--- src/rtl/ifetch_unit.sv ---
`default_nettype none
// ============================================================================
// Module   : ifetch_unit
// Brief    : Instruction fetch stage. Holds the PC and a direct-mapped,
//            one-word-per-line instruction cache. Misses are serviced through
//            the memory controller IF port. Hits are delivered to the
//            instruction queue at one per cycle. ROB redirects override
//            everything else.
//            Optional JAL prediction is built when IF_JAL_PREDICT_EN is defined.
// Revision : 1.0 - initial release
// ============================================================================
module ifetch_unit #(
    parameter int          ICACHE_IDX_BITS = 4,
    parameter logic [31:0] RESET_PC        = 32'h0
) (
    input  logic        clk_in,
    input  logic        rst_in,
    input  logic        rdy_in,

    output logic [31:0] if_to_mc_PC,
    output logic        if_to_mc_ready,
    input  logic [31:0] mc_to_if_inst,
    input  logic        mc_to_if_ready,

    input  logic        iq_full,
    output logic        if_to_iq_valid,
    output logic [31:0] if_to_iq_inst,
    output logic [31:0] if_to_iq_pc,
    output logic        if_to_iq_pred_taken,

    input  logic        rob_to_if_jump,
    input  logic [31:0] rob_to_if_target
);

    localparam int c_LINES = 1 << ICACHE_IDX_BITS;
    localparam int c_TAG_W = 32 - ICACHE_IDX_BITS - 2;

    typedef enum logic [1:0] {
        ST_FETCH = 2'd0,
        ST_WAIT  = 2'd1,
        ST_DROP  = 2'd2
    } state_t;

    state_t                     r_state;
    state_t                     w_state_nxt;
    logic [31:0]                r_pc;
    logic [31:0]                w_pc_nxt;
    logic                       r_mc_req;
    logic                       w_mc_req_nxt;
    logic [31:0]                r_mc_pc;
    logic [31:0]                w_mc_pc_nxt;
    logic                       r_iq_valid;
    logic                       w_iq_valid_nxt;
    logic [31:0]                r_iq_inst;
    logic [31:0]                w_iq_inst_nxt;
    logic [31:0]                r_iq_pc;
    logic [31:0]                w_iq_pc_nxt;
    logic                       r_iq_pred;
    logic                       w_iq_pred_nxt;

    logic [c_LINES-1:0]         r_valid;
    logic [c_TAG_W-1:0]         r_tag  [c_LINES];
    logic [31:0]                r_data [c_LINES];

    logic [ICACHE_IDX_BITS-1:0] w_idx;
    logic [c_TAG_W-1:0]         w_tag;
    logic                       w_hit;
    logic [31:0]                w_hit_data;
    logic                       w_fill;
    logic [ICACHE_IDX_BITS-1:0] w_fill_idx;
    logic [c_TAG_W-1:0]         w_fill_tag;
    logic                       w_is_jal;
    logic [31:0]                w_pc_adv;

    assign w_idx      = r_pc[ICACHE_IDX_BITS+1:2];
    assign w_tag      = r_pc[31:ICACHE_IDX_BITS+2];
    assign w_hit_data = r_data[w_idx];
    assign w_hit      = r_valid[w_idx] && (r_tag[w_idx] == w_tag);

    // Fills are addressed by the outstanding request, not the PC, because a
    // redirect may have moved the PC while the request was in flight.
    assign w_fill_idx = r_mc_pc[ICACHE_IDX_BITS+1:2];
    assign w_fill_tag = r_mc_pc[31:ICACHE_IDX_BITS+2];

`ifdef IF_JAL_PREDICT_EN
    logic [31:0] w_jal_imm;
    assign w_is_jal  = (w_hit_data[6:0] == 7'b1101111);
    assign w_jal_imm = {{11{w_hit_data[31]}}, w_hit_data[31], w_hit_data[19:12],
                        w_hit_data[20], w_hit_data[30:21], 1'b0};
    assign w_pc_adv  = w_is_jal ? (r_pc + w_jal_imm) : (r_pc + 32'd4);
`else
    assign w_is_jal  = 1'b0;
    assign w_pc_adv  = r_pc + 32'd4;
`endif

    always_comb begin
        w_state_nxt    = r_state;
        w_pc_nxt       = r_pc;
        w_mc_req_nxt   = r_mc_req;
        w_mc_pc_nxt    = r_mc_pc;
        w_iq_valid_nxt = 1'b0;
        w_iq_inst_nxt  = r_iq_inst;
        w_iq_pc_nxt    = r_iq_pc;
        w_iq_pred_nxt  = r_iq_pred;
        w_fill         = 1'b0;

        case (r_state)
            ST_FETCH: begin
                if (rob_to_if_jump) begin
                    w_pc_nxt = rob_to_if_target;
                end else if (w_hit) begin
                    if (!iq_full) begin
                        w_iq_valid_nxt = 1'b1;
                        w_iq_inst_nxt  = w_hit_data;
                        w_iq_pc_nxt    = r_pc;
                        w_iq_pred_nxt  = w_is_jal;
                        w_pc_nxt       = w_pc_adv;
                    end
                end else begin
                    w_mc_req_nxt = 1'b1;
                    w_mc_pc_nxt  = r_pc;
                    w_state_nxt  = ST_WAIT;
                end
            end

            // The MC cannot abort, so a redirected request still completes
            // and its (address-correct) data is kept in the cache.
            ST_WAIT, ST_DROP: begin
                if (mc_to_if_ready) begin
                    w_fill       = 1'b1;
                    w_mc_req_nxt = 1'b0;
                    w_state_nxt  = ST_FETCH;
                end else if (rob_to_if_jump) begin
                    w_state_nxt  = ST_DROP;
                end
                if (rob_to_if_jump) begin
                    w_pc_nxt = rob_to_if_target;
                end
            end

            default: begin
                w_state_nxt = ST_FETCH;
            end
        endcase
    end

    always_ff @(posedge clk_in) begin
        if (rst_in) begin
            r_state    <= ST_FETCH;
            r_pc       <= RESET_PC;
            r_mc_req   <= 1'b0;
            r_mc_pc    <= 32'h0;
            r_iq_valid <= 1'b0;
            r_iq_inst  <= 32'h0;
            r_iq_pc    <= 32'h0;
            r_iq_pred  <= 1'b0;
            r_valid    <= '0;
        end else if (rdy_in) begin
            r_state    <= w_state_nxt;
            r_pc       <= w_pc_nxt;
            r_mc_req   <= w_mc_req_nxt;
            r_mc_pc    <= w_mc_pc_nxt;
            r_iq_valid <= w_iq_valid_nxt;
            r_iq_inst  <= w_iq_inst_nxt;
            r_iq_pc    <= w_iq_pc_nxt;
            r_iq_pred  <= w_iq_pred_nxt;
            if (w_fill) begin
                r_valid[w_fill_idx] <= 1'b1;
            end
        end
    end

    // Tag/data storage needs no reset; the valid bits gate every use.
    always_ff @(posedge clk_in) begin
        if (!rst_in && rdy_in && w_fill) begin
            r_tag[w_fill_idx]  <= w_fill_tag;
            r_data[w_fill_idx] <= mc_to_if_inst;
        end
    end

    assign if_to_mc_PC         = r_mc_pc;
    assign if_to_mc_ready      = r_mc_req;
    assign if_to_iq_valid      = r_iq_valid;
    assign if_to_iq_inst       = r_iq_inst;
    assign if_to_iq_pc         = r_iq_pc;
    assign if_to_iq_pred_taken = r_iq_pred;

endmodule
`default_nettype wire

--- config.mk ---
export PLATFORM = sky130hd
export DESIGN_NAME = ifetch_unit
export DESIGN_NICKNAME = d
export VERILOG_FILES = /design/src/rtl/ifetch_unit.sv
export SDC_FILE = /design/constraint.sdc
export NUM_CORES = 1
export LEC_CHECK = 0
export CORE_AREA = 2 2 352 354
export CTS_CLUSTER_DIAMETER = 50
export CTS_CLUSTER_SIZE = 30
export DETAILED_ROUTE_END_ITERATION = 10
export DIE_AREA = 0 0 354 356
export PLACE_DENSITY = 0.6
export RECOVER_POWER = 25
export SLEW_MARGIN = 30
export SYNTH_ARGS = -nofsm -noshare
export SYNTH_HDL_FRONTEND = slang
export SYNTH_SLANG_ARGS = --single-unit
--- constraint.sdc ---
create_clock -name clk_in -period 20.4 [get_ports clk_in]
set_input_delay 5.1 -clock clk_in [delete_from_list [all_inputs] [get_ports clk_in]]
set_output_delay 5.1 -clock clk_in [all_outputs]
set_load 0.05 [all_outputs]
# After elaboration in Yosys (flattened, before gate mapping)
# Memory sizes are Yosys's and may differ from the RTL's. A register that Yosys moved wholly into a read port is not among the register bits.
# Cells that the tools add are included.
# word_totals
register_bits	116
mem_bits_rw	928
inputBits	70
output_inout_bits	99
elab_cells	69
memories	2
# memory_table
name	depth	word_bits	rd	rd_clocked_by_memory_dff	wr	line_no	source
r_data	16	32	1	1	1	63	logic [31:0] r_data [c_LINES];
r_tag	16	26	1	1	1	62	logic [c_TAG_W-1:0] r_tag [c_LINES];
# classes
add_sub_neg	1
n_lt_le_gt_ge	3
eq_ne	10
n_mux	28
bitwise_logic	4
n_reduce_logical	14
# ops
operator	count
$mux W32	4
$pmux W32 S2	1
$add A32 B3 Y32 const B	1
$eq A26 B26 Y1	1
$or A16 B16 Y16	1
$reduce_and A5 Y1	3
$mux W1	13
$lt A4 B5 Y1 const B	2
$ne A3 B3 Y1 const B	3
$mux W2	4
$mux W4	2
$ne A2 B2 Y1 const B	4
$reduce_and A4 Y1	2
$bmux W1 S4	1
$demux W1 S4	1
$ge A4 B1 Y1 const B	1
$logic_and A1 B1 Y1	4
$pmux W2 S2	1
$not A1 Y1	3
$eq A2 B1 Y1 const B	1
$eq A2 B2 Y1 const B	1
$logic_not A2 Y1	1
$pmux W1 S2	1
$reduce_and A2 Y1	1
3 further kinds	3

# Longest topological paths before layout
# Gate-level depths: netlist of run 1.
# depth
ltp_word	8
depth_mapped	16
depth_no_buf	10

# Worst setup path before layout of run 1
# Ideal clock, no wire load.
# synth_path
path_type	in2reg
start	input mc_to_if_ready
end	memory r_data[0][0], enable pin
setup_ps	548
arrival_ps	9727
required_time_ps	19852
path_slack_ps	10126
stages	4
path_buffers	0
path_cell_list	and3_1 > nand2_1 > or3_1 > nor3_1
# synth_via
elab_chain_cells	5
# synth_lines
element	line_no	source
start, declared	23	input logic mc_to_if_ready,
$mux W1	129	if (mc_to_if_ready) begin
$mux W1	107	case (r_state)
$logic_and A1 B1 Y1	175	if (!rst_in && rdy_in && w_fill) begin
$mux W1	175	
$mux W1 (not written as such)	177	r_data[w_fill_idx] <= mc_to_if_inst;
end, declared	63	
# Every way passes these cells.

# Worst setup path after layout of run 1
# layout_path
start	register r_mc_pc[19] (netlist: if_to_mc_PC[19])
end	output if_to_mc_PC[19]
# layout_lines
element	line_no	source
start, declared	50	logic [31:0] r_mc_pc;
start signal, assigned	162	r_mc_pc <= w_mc_pc_nxt;
end, declared	20	output logic [31:0] if_to_mc_PC,
# No word-level cell between the ends.

==> impl_metrics.env, run 1 <==
export IMPL_remaining_drc_errors=0
export IMPL_number_of_vias_per_cell_after_detailed_routing=5.43
export IMPL_netlist_area_um2=42400
export IMPL_max_cap_violations=0
export IMPL_setup_tns_final_ns=0
export IMPL_drt_iter0_markers=2452
export IMPL_die_outline_area_um2=126000
export IMPL_die_h_um=356
export IMPL_hold_violations=0
export IMPL_initial_core_util_pct=34.6
export IMPL_place_inst=3956
export IMPL_dp_final_hpwl_mm=67.7
export IMPL_synth_nets=2317
export IMPL_synth_warn=0
export IMPL_post_cts_buffers=0
export IMPL_detailed_place_area_um2=46000
export IMPL_synthDominantCellAreaShare_pct=65.7
export IMPL_arrival_ns=2.77
export IMPL_cts_inserted_buffers=102
export IMPL_post_synth_main_area_contributors="sky130_fd_sc_hd__edfxtp_1, sky130_fd_sc_hd__mux4_2, sky130_fd_sc_hd__dfxtp_1, sky130_fd_sc_hd__mux2i_1, sky130_fd_sc_hd__nor2_1"
export IMPL_htreeDepth=3
export IMPL_leakage_nw=15.8
export IMPL_postCtsResizedCells=0
export IMPL_worst_hold_path_type="reg -> reg"
export IMPL_synth_seq_area_share_pct=72.9
export IMPL_cpPeakStageDelay_ns=0.99
export IMPL_finalNonFillerCells=4151
export IMPL_cpMaxStageDelayCell="sky130_fd_sc_hd__clkdlybuf4s50_1"
export IMPL_clock_sinks=1080
export IMPL_path_cells="clkbuf_1, clkdlybuf4s50_1"
export IMPL_worst_skew_pair_late_latency_ns=0.71
export IMPL_fin_area_um2=49700
export IMPL_globalRoute_busiestLayer="met2"
export IMPL_final_seq_area_um2=30900
export IMPL_area_growth_pct=17.2
export IMPL_final_net_count=2498
export IMPL_path_class="reg -> out"
export IMPL_power_density_nw_per_um2=95.0
export IMPL_hold_worst_slack_ns=0.455
export IMPL_period_minus_slack_ns=7.87
export IMPL_overall_fraction_of_global_route_tracks_in_use_pct=17.7
export IMPL_required_ns=15.30
export IMPL_wirelength_mm=113
export IMPL_place_gp_congestion=0.845
export IMPL_setup_repair_after_global_routing_missed_its_margin="no"
export IMPL_maxSlewHeadroom_pct=28.6
export IMPL_setup_viol=0
export IMPL_clkTransAtPathRegs_ns=0.08
export IMPL_netlist_top_cell_by_area="sky130_fd_sc_hd__edfxtp_1"
export IMPL_globalRouteOverflowTotal=0
export IMPL_dr_pass1_iters=5
export IMPL_grt_max_degree=96
export IMPL_rr_worst_depth=11
export IMPL_timing_critical_path_from_type="register"
export IMPL_achievable_frequency_mhz=127
export IMPL_syn_inst=2244
export IMPL_grt_first_pass_wirelength_mm=162
export IMPL_synth_lib_cells_used_distinct=72
export IMPL_route_detailed_wl_per_inst_um=27.2
export IMPL_port_buffers=167
export IMPL_worst_r2r_setup_slack_ns=14.76
export IMPL_finish_utilization_pct=40.5
export IMPL_syn_avg_cell_area_um2=18.9
export IMPL_ys_flop_type="sky130_fd_sc_hd__edfxtp_1"
export IMPL_holdCritStartpoint="r_valid[2]"
export IMPL_grt_pass1_vias=23100
export IMPL_route_vias_total=22500
export IMPL_hold_end="r_valid[2]"
export IMPL_std_cell_rows=129
export IMPL_gr_met3_demand_resource_pct=4.61
export IMPL_path_max_fanout=18
export IMPL_synth_enable_flop_cells=928
export IMPL_pin_count=169
export IMPL_ctsHoldBuffers=0
export IMPL_gr_usage_met1_pct=24.1
export IMPL_finalClockSkew_ns=0.0581
export IMPL_die_w_um=354
export IMPL_hold_path_cell_count=1
export IMPL_coreArea_um2=123000
export IMPL_cts_max_path_buffers=3
export IMPL_initial_antenna_violation_count=5
export IMPL_run_status="completed"
export IMPL_cp_buffers_inverters=2
export IMPL_critical_path_endpoint_type="primary output"
export IMPL_mostFrequentLayoutCells="sky130_fd_sc_hd__edfxtp_1, sky130_fd_sc_hd__mux4_2, sky130_fd_sc_hd__mux2i_1"
export IMPL_detail_route_antenna_nets=0
export IMPL_cts_root_buffer_cell="sky130_fd_sc_hd__clkbuf_16"
export IMPL_max_slew_worst_pin_slew_ns=1.07
export IMPL_clock_tree_from_tritoncts="done"
export IMPL_drive_gt1_share_pct=20.7
export IMPL_async_reset_ff_share_pct=0
export IMPL_layout_worst_path_cycle_share_pct=38.6
export IMPL_layout_commonest_cell="sky130_fd_sc_hd__edfxtp_1"
export IMPL_grt_use_met2_pct=28.3
export IMPL_drv_slew=0
export IMPL_multi_input_area_um2=10800
export IMPL_power_ir_vdd_worst_mv=0.0708
export IMPL_nFillCells=10800
export IMPL_crit_family="buffers and inverters"
export IMPL_postSynthRegisterBits=1080
==> flip-flops by register name, summed over array words and instances (netlist names), named ones only <==
signal	cells
r_data	512
r_tag	416
if_to_iq_inst	32
if_to_iq_pc	32
if_to_mc_PC	32
r_pc	32
r_valid	16
r_state	2
if_to_iq_valid	1
if_to_mc_ready	1
==> power by group <==
part | total, mW | internal (mW) | switching [mW]
clock | 2.03 | 1.09 | 0.938
combinational | 0.282 | 0.122 | 0.160
sequential | 2.42 | 2.39 | 0.0277
==> cell usage after synthesis (all sizes together) (8+ instances only) <==
cell type and count:
edfxtp 928, a221oi 11, nor2b 10, nand3 40, xnor2 15, mux4 242
nor3 13, and4 8, o22ai 15, a21oi 18, a31oi 9, nor4 8
a21o 18, nand4 17, nand2 59, inv 18, clkbuf 75, a32o 24
nand2b 11, a22oi 23, o21ai 21, o31ai 11, a22o 10, dfxtp 152
nor2 157, mux2i 172, a211oi 9, buf 67
==> worst max path at each step <==
stage,from,end,depth (start not counted)
finish,if_to_mc_PC[19],if_to_mc_PC[19],2
CTS,rst_in,r_data[14][3],5
global route,rst_in,r_tag[15][14],5
global placement,rst_in,r_tag[14][13],5
detailed placement,rst_in,r_tag[14][4],5
floorplan,mc_to_if_ready,r_data[0][0],4
==> cell type report <==
cell class | count | area share, %
Antenna cell | 1 | 0.00503
Sequential cell | 1080 | 62.2
Clock inverter | 83 | 2.25
Tap cell | 1637 | 4.12
Clock buffer | 109 | 5.19
Multi-Input combinational cell | 1004 | 21.8
Timing Repair Buffer | 219 | 4.27
Inverter | 18 | 0.136
==> worst register-to-register path: cells and delay by family, from the launching register on <==
kind	cells	cell delay (ns)
mux	1	0.61
simple gates	3	1.20
xor+xnor	1	0.25
buf+inv	2	1.24
flops	1	0.60
compound gates	4	1.65
==> logic make-up after synthesis <==
| logic type | Yosys count | share of synthesized area, % |
|---|---|---|
| fa+ha+maj | 3 | 0.0885 |
| xor+xnor | 22 | 0.454 |
| simple gates | 360 | 4.08 |
| flops | 1080 | 72.9 |
| other cells | 1 | 0.00884 |
| compound gates | 198 | 3.53 |
| mux | 420 | 17.1 |
| buf+inv | 160 | 1.89 |
==> per-layer routing <==
metal / share of wire [%] / routed length, µm / vias up
met5: 0.027 / 31 / -
met1: 42 / 47600 / 11900
met3: 8.9 / 10100 / 157
met2: 47 / 52900 / 956
li1: - / - / 9504
met4: 2.2 / 2490 / 4
==> through the flow <==
stage	power (mW)	setup slack (ns)
floorplan	2.64	10.13
global placement	2.74	11.84
detailed placement	2.75	11.75
CTS	4.77	12.48
global route	4.86	12.38
finish	4.73	12.53
No activity file was read; power rests on OpenSTA's default activity.
==> run 2, diff against run 1 <==
Settings changed: PLACE_DENSITY 0.6 to 0.62.
Clock period 20.4 ns to 7.1 ns, I/O delays scaled along.
==> impl_metrics.env, run 2 (synthesized netlist as in run 1, its figures left out) <==
export IMPL_period_minus_slack_ns=5.24
export IMPL_grt_max_degree=59
export IMPL_mostFrequentLayoutCells="sky130_fd_sc_hd__edfxtp_1, sky130_fd_sc_hd__mux4_2, sky130_fd_sc_hd__mux2i_1"
export IMPL_globalRouteOverflowTotal=0
export IMPL_cts_max_path_buffers=3
export IMPL_finalClockSkew_ns=0.0542
export IMPL_ctsHoldBuffers=0
export IMPL_die_outline_area_um2=126000
export IMPL_holdCritStartpoint="r_valid[8]"
export IMPL_finish_utilization_pct=40.3
export IMPL_clock_tree_from_tritoncts="done"
export IMPL_power_density_nw_per_um2=263
export IMPL_initial_core_util_pct=34.6
export IMPL_hold_path_cell_count=1
export IMPL_final_net_count=2493
export IMPL_cpPeakStageDelay_ns=0.83
export IMPL_max_cap_violations=0
export IMPL_number_of_vias_per_cell_after_detailed_routing=5.55
export IMPL_required_ns=7.64
export IMPL_achievable_frequency_mhz=191
export IMPL_overall_fraction_of_global_route_tracks_in_use_pct=18.1
export IMPL_timing_critical_path_from_type="register"
export IMPL_worst_skew_pair_late_latency_ns=0.69
export IMPL_wirelength_mm=116
export IMPL_registers_top_by_ff_count="r_data"
export IMPL_area_growth_pct=16.6
export IMPL_rr_worst_depth=10
export IMPL_clock_sinks=1080
export IMPL_detail_route_antenna_nets=0
export IMPL_setup_viol=0
export IMPL_place_gp_congestion=0.865
export IMPL_maxSlewHeadroom_pct=30.7
export IMPL_coreArea_um2=123000
export IMPL_setup_ws_ns=1.86
export IMPL_run_status="completed"
export IMPL_remaining_drc_errors=0
export IMPL_route_vias_total=23000
export IMPL_largest_register_ff_count=512
export IMPL_grt_pass1_vias=22800
export IMPL_port_buffers=167
export IMPL_path_class="reg -> reg"
export IMPL_total_switching_power_mw=3.16
export IMPL_route_detailed_wl_per_inst_um=28.1
export IMPL_dr_pass1_iters=8
export IMPL_finalPower_mw=13.0
export IMPL_power_sequential_fraction_pct=53.3
export IMPL_layout_commonest_cell="sky130_fd_sc_hd__edfxtp_1"
export IMPL_largestRegisters="r_data x512, r_tag x416"
export IMPL_post_cts_buffers=0
export IMPL_postCtsResizedCells=0
export IMPL_p_clk_share_pct=40.7
export IMPL_leakage_nw=15.7
export IMPL_arrival_ns=5.77
export IMPL_dp_final_hpwl_mm=69.0
export IMPL_place_inst=3964
export IMPL_drt_iter0_markers=2969
export IMPL_drv_slew=0
export IMPL_path_cells="buf_4, mux4_2, mux2_2, and3_1, a2111oi_0, and4_1, nand4_1, o31ai_2, nand3_1, o21ai_0"
export IMPL_p_int_mw=9.87
export IMPL_std_cell_rows=129
export IMPL_fin_area_um2=49500
export IMPL_cts_inserted_buffers=89
export IMPL_detailed_place_area_um2=46200
export IMPL_max_slew_worst_pin_slew_ns=1.04
export IMPL_pwr_share_comb_pct=6.0
export IMPL_grt_first_pass_wirelength_mm=166
export IMPL_clkTransAtPathRegs_ns=0.08
export IMPL_hold_end="r_valid[8]"
export IMPL_setup_repair_after_global_routing_missed_its_margin="no"
export IMPL_drive_gt1_share_pct=20.6
export IMPL_finalNonFillerCells=4138
export IMPL_worst_r2r_setup_slack_ns=1.86
export IMPL_power_ir_vdd_worst_mv=0.203
export IMPL_path_max_fanout=45
export IMPL_worst_hold_path_type="reg -> reg"
export IMPL_setup_tns_final_ns=0
export IMPL_layout_worst_path_cycle_share_pct=73.7
export IMPL_hold_worst_slack_ns=0.463
export IMPL_die_w_um=354
export IMPL_placement_stage_worst_setup_slack_ns=1.97
export IMPL_die_h_um=356
export IMPL_critical_path_endpoint_type="register"
export IMPL_htreeDepth=3
export IMPL_initial_antenna_violation_count=16
export IMPL_power_share_switching_pct=24.2
export IMPL_cts_root_buffer_cell="sky130_fd_sc_hd__clkbuf_16"
export IMPL_hold_violations=0
export IMPL_cpMaxStageDelayCell="sky130_fd_sc_hd__o31ai_2"
export IMPL_pin_count=169
[run 2: cell types whose count changed in the layout (fill, tap and decap cells not counted), moves of 3 or more]
cell,change
sky130_fd_sc_hd__clkbuf_16,-11
sky130_fd_sc_hd__clkinvlp_4,-8
sky130_fd_sc_hd__buf_12,+7
sky130_fd_sc_hd__bufinv_16,-6
sky130_fd_sc_hd__inv_12,+6
sky130_fd_sc_hd__clkbuf_1,-5
sky130_fd_sc_hd__clkinv_4,-5
sky130_fd_sc_hd__inv_6,+5
sky130_fd_sc_hd__buf_4,+4
sky130_fd_sc_hd__clkinv_1,-4
sky130_fd_sc_hd__diode_2,+4
sky130_fd_sc_hd__inv_8,+3
[run 2: worst max-delay path, delay by kind of cell (launching register included)]
kind                   cells  cell delay (ns)
flip-flops                 1             0.80
AND/OR/NAND/NOR            4             1.02
multiplexers               2             0.89
AO/OA/AOI/OAI              3             1.61
buffers and inverters      1             0.72
[run 2: per-layer routing]
| metal | part of all wire, % | global-route usage, % | wire [µm] |
|---|---|---|---|
| met1 | 41 | 25.4 | 48100 |
| met2 | 46 | 27.9 | 53200 |
| met3 | 10 | 5.39 | 12100 |
| met4 | 2.3 | 4.31 | 2660 |
| met5 | 0.15 | 0 | 170 |
[run 2: worst max-delay path by stage]
stage	startpoint	to	slack, ns	depth (start not counted)
4_1_cts	register	register	1.95	10
3_5_place_dp	register	register	1.97	10
6_report	register	register	1.86	10
2_1_floorplan	mc_to_if_ready	r_data[0][0]	0.15	4
3_3_place_gp	register	register	2.13	10
5_1_grt	register	register	1.65	10
[run 2: power by group through the flow]
stage / combinational, mW / sequential (mW) / clock [mW]
after floorplan: 0.543 / 7.03 / 0
after global placement: 0.747 / 7.10 / 0
after detailed placement: 0.760 / 7.11 / 0
after CTS: 0.763 / 6.96 / 5.39
after global routing: 0.823 / 6.96 / 5.63
final: 0.778 / 6.95 / 5.30
[run 2: cell type report]
| cell class | instances | area [µm²] |
|---|---|---|
| multi-input cells | 1004 | 10900 |
| clock inverters | 68 | 895 |
| fillers | 11000 | 73200 |
| clock buffers | 99 | 2320 |
| diodes | 5 | 12.5 |
| repair buffers | 227 | 2330 |
| flip-flops and latches | 1080 | 30900 |
| inverters | 18 | 67.6 |
| well taps | 1637 | 2050 |
